===== src/rtl/logic_reduce_pipe.sv =====
// Registered N-input reduction gate with run-time mode select, a one-entry
// valid/ready output stage and a saturating count of 0->1 result edges.
module logic_reduce_pipe #(
    parameter int N_IN  = 4,
    parameter int CNT_W = 8
) (
    input  logic             clk,
    input  logic             rst,
    input  logic             in_valid,
    output logic             in_ready,
    input  logic [N_IN-1:0]  in_data,
    input  logic [2:0]       in_mode,
    output logic             out_valid,
    input  logic             out_ready,
    output logic             out_result,
    output logic             out_err,
    input  logic             cnt_clr,
    output logic [CNT_W-1:0] rise_count
);

    localparam logic [CNT_W-1:0] CNT_MAX = {CNT_W{1'b1}};

    // Reserved modes (6/7) reduce to 0; the error flag is derived separately.
    function automatic logic reduce_f(input logic [2:0] mode, input logic [N_IN-1:0] d);
        logic r;
        case (mode)
            3'd0:    r = &d;
            3'd1:    r = |d;
            3'd2:    r = ~&d;
            3'd3:    r = ~|d;
            3'd4:    r = ^d;
            3'd5:    r = ~^d;
            default: r = 1'b0;
        endcase
        return r;
    endfunction

    logic             out_valid_d,  out_valid_q;
    logic             out_result_d, out_result_q;
    logic             out_err_d,    out_err_q;
    logic             prev_res_d,   prev_res_q;
    logic [CNT_W-1:0] rise_count_d, rise_count_q;
    logic             accept_s;
    logic             new_res_s;
    logic [CNT_W-1:0] cnt_base_s;

    assign in_ready   = ~out_valid_q | out_ready;
    assign out_valid  = out_valid_q;
    assign out_result = out_result_q;
    assign out_err    = out_err_q;
    assign rise_count = rise_count_q;

    // Next-state: output stage, last accepted result and rise counter.
    always_comb begin
        accept_s     = in_valid & in_ready;
        new_res_s    = reduce_f(in_mode, in_data);
        out_valid_d  = out_valid_q;
        out_result_d = out_result_q;
        out_err_d    = out_err_q;
        prev_res_d   = prev_res_q;
        cnt_base_s   = cnt_clr ? {CNT_W{1'b0}} : rise_count_q;
        rise_count_d = cnt_base_s;

        if (accept_s) begin
            out_valid_d  = 1'b1;
            out_result_d = new_res_s;
            out_err_d    = (in_mode > 3'd5);
            prev_res_d   = new_res_s;
        end else if (out_ready) begin
            out_valid_d  = 1'b0;
        end else begin
            out_valid_d  = out_valid_q;
        end

        // Clear is applied first so a same-cycle rise lands on a count of 1.
        if (accept_s && new_res_s && !prev_res_q && (cnt_base_s != CNT_MAX)) begin
            rise_count_d = cnt_base_s + CNT_W'(1);
        end else begin
            rise_count_d = cnt_base_s;
        end
    end

    // State registers with synchronous reset.
    always_ff @(posedge clk) begin
        if (rst) begin
            out_valid_q  <= 1'b0;
            out_result_q <= 1'b0;
            out_err_q    <= 1'b0;
            prev_res_q   <= 1'b0;
            rise_count_q <= {CNT_W{1'b0}};
        end else begin
            out_valid_q  <= out_valid_d;
            out_result_q <= out_result_d;
            out_err_q    <= out_err_d;
            prev_res_q   <= prev_res_d;
            rise_count_q <= rise_count_d;
        end
    end

endmodule


===== config.mk =====
export PLATFORM = sky130hd
export DESIGN_NAME = logic_reduce_pipe
export DESIGN_NICKNAME = d
export VERILOG_FILES = /design/src/rtl/logic_reduce_pipe.sv
export SDC_FILE = /design/constraint.sdc
export NUM_CORES = 1
export LEC_CHECK = 0
export CORE_MARGIN = 4
export CORE_UTILIZATION = 45
export CTS_CLUSTER_DIAMETER = 60
export DETAILED_ROUTE_END_ITERATION = 16
export GPL_TIMING_DRIVEN = 0
export PLACE_DENSITY = 0.78
export SLEW_MARGIN = 20
export SYNTH_ARGS = -nofsm -noshare
export SYNTH_HDL_FRONTEND = slang
export SYNTH_SLANG_ARGS = --single-unit

===== constraint.sdc =====
create_clock -name clk -period 2.8 [get_ports clk]
set_clock_uncertainty 0.05 [all_clocks]
set_input_delay 0.56 -clock clk [delete_from_list [all_inputs] [get_ports clk]]
set_output_delay 0.56 -clock clk [all_outputs]
set_load 0.02 [all_outputs]

==> flow_summary.rst, run 1 <==
.. list-table::
   :header-rows: 1

   * - Metric
     - Value
   * - Worst setup slack before clock tree synthesis
     - 11.75 ps
   * - Horiz. Die Dim
     - 49.22 um
   * - Number of hold violations in the final report
     - 0
   * - Antenna cells
     - 0
   * - Leakage power figure
     - 0.0004012 uW
   * - CTS tree
     - yes
   * - Worst stage delay on the critical path
     - 550 ps
   * - Family with the most delay on the worst path
     - buffers and inverters
   * - Tmin final
     - 2492 ps
   * - Global-route wire length before repair
     - 3111 um
   * - Setup repair after global routing missed its margin
     - no
   * - Min setup slack post-route
     - 308.2 ps
   * - Cell Area, Synth
     - 764.5 um^2
   * - FMAX
     - 401.3 MHz
   * - Max Cap Viol
     - 0
   * - Detailed placer's ending HPWL
     - 1408 um
   * - Critical path's most frequent cell
     - sky130_fd_sc_hd__clkdlybuf4s50_1
   * - Number of antenna-violating nets in the routed design
     - 0
   * - Biggest fanout along the worst timing path
     - 4
   * - Xor and xnor area share after synthesis
     - 0.02946
   * - Fraction of layout instances using a drive strength above 1
     - 0.1000
   * - Cell Chain, Critical Path
     - clkdlybuf4s50_1, nor2b_1, inv_1, clkdlybuf4s50_1
   * - Max-slew headroom at the worst pin
     - 0.7017
   * - Combinational family with the most area after synthesis
     - simple AND/OR/NAND/NOR gates
   * - Grt ovf
     - 0
   * - Proportion of synthesized chip area in sequential cells
     - 0.2881
   * - Number of warnings reported in the yosys synthesis log
     - 0
   * - Top cell type by total area after synthesis
     - sky130_fd_sc_hd__dfxtp_1
   * - Cells after synthesis
     - 94
   * - Initial core utilization
     - 0.4904
   * - Setup Buffers After CTS
     - 0
   * - Clock latency reported for the late side of the worst-skew pair
     - 280 ps
   * - TritonCTS Buffers
     - 3
   * - Area added between synthesis and finish
     - 34.86%
   * - Average wire per standard cell
     - 13.26 um
   * - Count of final max-slew check failures
     - 0
   * - Least-Margin Pin Slew
     - 447.4 ps
   * - Cell variety after synth
     - 37
   * - Mux contribution to synthesized area
     - 0
   * - Number of remaining DRC errors
     - 0
   * - DR vias/cell
     - 5.728
   * - Height of the die
     - 49.22 um
   * - Vias in the first global route
     - 770
   * - Global routing usage summed across all routing layers
     - 0.1636
   * - Number of buffers and inverters on the critical path
     - 3
   * - Synthesized-area fraction occupied by and/or/nand/nor cells
     - 0.2766
   * - Share of the synthesized area in the top cell type
     - 0.2881
   * - Placer Congestion
     - 0.8310
   * - Final design instance area without fill
     - 1031 um^2
   * - Placed inst area
     - 1005 um^2
   * - Max H-tree Level
     - 1
   * - Fin Setup TNS
     - 0 ps
   * - Worst VDD drop
     - 205.7 uV
   * - Pin count of the biggest net entering global routing
     - 11
   * - Startpoint type of the worst setup path
     - input port
   * - Maximum clock path buffer count
     - 2
   * - Post-synthesis compound-gate area fraction
     - 0.2586
   * - Pwr dens
     - 347.0 nW/um^2
   * - Std cell rows
     - 14
   * - Layout Nets
     - 138
   * - Total routed wirelength
     - 1803 um
   * - #FFs+latches synth
     - 11
   * - Run status
     - complete, no violations
   * - Final setup violation count
     - 0
   * - Adder-cell area share of the yosys netlist
     - 0.08183
   * - Top-level I/O count
     - 24
   * - Worst-path clk slew
     - 70 ps
   * - Vias
     - 779
   * - Hold crit path type
     - flop to flop
   * - Count of hold buffers inserted by post-cts repair
     - 0
   * - Post-CTS sizing
     - 0
   * - Cell at the slowest stage of the critical path
     - sky130_fd_sc_hd__clkdlybuf4s50_1
   * - Tcrit/Tclk final
     - 0.8899
   * - Kind of critical path
     - input port to output pin
   * - Root buffer cell
     - sky130_fd_sc_hd__clkbuf_4
   * - Post-Synthesis Mean Instance Area
     - 8.133 um^2
   * - Core Box Area
     - 1559 um^2
   * - Critical path required time
     - 2190 ps
   * - Dominant cells by area after synthesis
     - sky130_fd_sc_hd__dfxtp_1 29%, sky130_fd_sc_hd__ha_1 8.2%, sky130_fd_sc_hd__a21oi_1 5.2%
   * - Net count of the mapped netlist
     - 111
   * - Input/output buffers
     - 22
   * - DR pass1 iterations
     - 4
   * - Initial antenna violation count
     - 0
   * - Clock sink total
     - 11
   * - First DRT Iteration DRCs
     - 12
   * - Arrival @ worst endpoint
     - 1880 ps
   * - Die Footprint
     - 2422 um^2
   * - Endpoint class of the critical path
     - output pin
[cells in the final DEF, fill, tap and decap left out, drive strengths merged, types with 2 or more instances in the layout]
cell type      netlist  layout
a211oi               3       3
a21oi                8       8
a31o                 3       3
a31oi                3       3
and3                 2       2
clkbuf               1       5
clkdlybuf4s50        0      22
dfxtp               11      11
ha                   5       5
inv                 11      11
nand2                7       7
nand3                5       5
nand4                2       2
nor2                 8       8
nor2b                5       5
nor3                 2       2
o21ai                2       2
[cell families (layout without fill, tap and decap cells)]
kind of cell	Yosys count	after routing
AO/OA/AOI/OAI	26	26
XOR/XNOR	1	1
adder cells (fa/ha/maj)	5	5
buffers and inverters	13	39
flip-flops	11	11
AND/OR/NAND/NOR	38	38
[worst min-delay path, cell delays in order (launching register included)]
cell and delay (ps):
sky130_fd_sc_hd__dfxtp_1 310, sky130_fd_sc_hd__o21ai_0 70, sky130_fd_sc_hd__a21oi_1 60
[registers in the layout, summed over array words and instances, names as in the netlist]
| name | flops |
|---|---|
| rise_count | 8 |
| out_err | 1 |
| out_valid | 1 |
| prev_res_q | 1 |
[cell usage after synthesis]
master / n
sky130_fd_sc_hd__inv_2: 2
sky130_fd_sc_hd__xnor3_1: 1
sky130_fd_sc_hd__dfxtp_1: 11
sky130_fd_sc_hd__nand2_1: 6
sky130_fd_sc_hd__nand3_1: 5
sky130_fd_sc_hd__and4b_1: 1
sky130_fd_sc_hd__o311ai_1: 1
sky130_fd_sc_hd__nor4_2: 1
sky130_fd_sc_hd__o21ai_0: 2
sky130_fd_sc_hd__o21a_1: 1
sky130_fd_sc_hd__o2111a_1: 1
sky130_fd_sc_hd__o2111ai_1: 1
sky130_fd_sc_hd__nor2b_1: 5
sky130_fd_sc_hd__a211oi_1: 2
sky130_fd_sc_hd__and4_1: 1
sky130_fd_sc_hd__nor3_1: 2
sky130_fd_sc_hd__o31ai_1: 1
sky130_fd_sc_hd__a21oi_1: 8
sky130_fd_sc_hd__nor3b_1: 1
sky130_fd_sc_hd__nand2_2: 1
sky130_fd_sc_hd__ha_1: 5
sky130_fd_sc_hd__a31oi_4: 1
sky130_fd_sc_hd__or2_2: 1
sky130_fd_sc_hd__or3_1: 1
sky130_fd_sc_hd__buf_2: 1
sky130_fd_sc_hd__and3_1: 2
sky130_fd_sc_hd__or4_1: 1
sky130_fd_sc_hd__o211ai_1: 1
sky130_fd_sc_hd__nor2_2: 1
sky130_fd_sc_hd__a31oi_1: 2
sky130_fd_sc_hd__a311oi_1: 1
sky130_fd_sc_hd__a31o_1: 3
sky130_fd_sc_hd__clkbuf_1: 1
sky130_fd_sc_hd__nor2_1: 7
sky130_fd_sc_hd__nand4_1: 2
sky130_fd_sc_hd__a211oi_2: 1
sky130_fd_sc_hd__inv_1: 9
[area by class of cell]
cell class	count	area [um^2]
tap	16	20.02
inverter	11	41.29
buffer	2	8.758
multi-input combinational	70	494.2
clock buffer	4	26.28
fill	135	528.0
timing repair buffer	22	220.2
sequential	11	220.2
[path summary, 6_finish.rpt]
kind                       startpoint                        to  slack [ps]  cells after the start
max reg2reg  rise_count[0]$_SDFF_PP0_  rise_count[2]$_SDFF_PP0_         950                      6
min              out_err$_SDFFE_PP0P_      out_err$_SDFFE_PP0P_         440                      2
max                         out_ready                  in_ready         310                      4
min reg2reg      out_err$_SDFFE_PP0P_      out_err$_SDFFE_PP0P_         440                      2
[metrics by stage]
step	utilization	hold WS (ps)	cells	total power [uW]
global route	0.6613	484.0	136	376.8
detailed placement	0.6445	438.4	132	248.3
CTS	0.6613	447.5	136	362.8
finish	0.6613	444.5	136	357.7
floorplan	-	499.5	94	213.0
global placement	0.6445	411.2	132	246.1
[layer usage]
layer	wire length, um	global-route usage	vias to the layer above
li1	-	-	399
met1	766	0.1657	353
met2	894	0.2835	22
met3	113	0.07339	5
met4	29	0.07583	0
met5	0	0	-
[power breakdown]
group          leakage, uW  switching (uW)  internal (uW)
Sequential       0.0000893            2.55            160
Clock            0.0000150            57.9           55.3
Combinational     0.000297            41.5           40.4
Total             0.000401             102            256
Power figures use the tool's default switching activity.
==> run 2, diff against run 1 <==
--- a/config.mk
+++ b/config.mk
@@ -11,6 +11,7 @@
 export DETAILED_ROUTE_END_ITERATION = 16
 export GPL_TIMING_DRIVEN = 0
 export PLACE_DENSITY = 0.78
+export SETUP_SLACK_MARGIN = 0.15
 export SLEW_MARGIN = 20
 export SYNTH_ARGS = -nofsm -noshare
 export SYNTH_HDL_FRONTEND = slang
==> results of run 2 <==
No change in the layout: final DEF, timing and power equal those of run 1.
==> run 3, diff against run 2 <==
--- a/config.mk
+++ b/config.mk
@@ -8,6 +8,7 @@
 export CORE_MARGIN = 4
 export CORE_UTILIZATION = 45
 export CTS_CLUSTER_DIAMETER = 60
+export CTS_CLUSTER_SIZE = 28
 export DETAILED_ROUTE_END_ITERATION = 16
 export GPL_TIMING_DRIVEN = 0
 export PLACE_DENSITY = 0.78
==> results of run 3 <==
No change in the layout: final DEF, timing and power equal those of run 1.
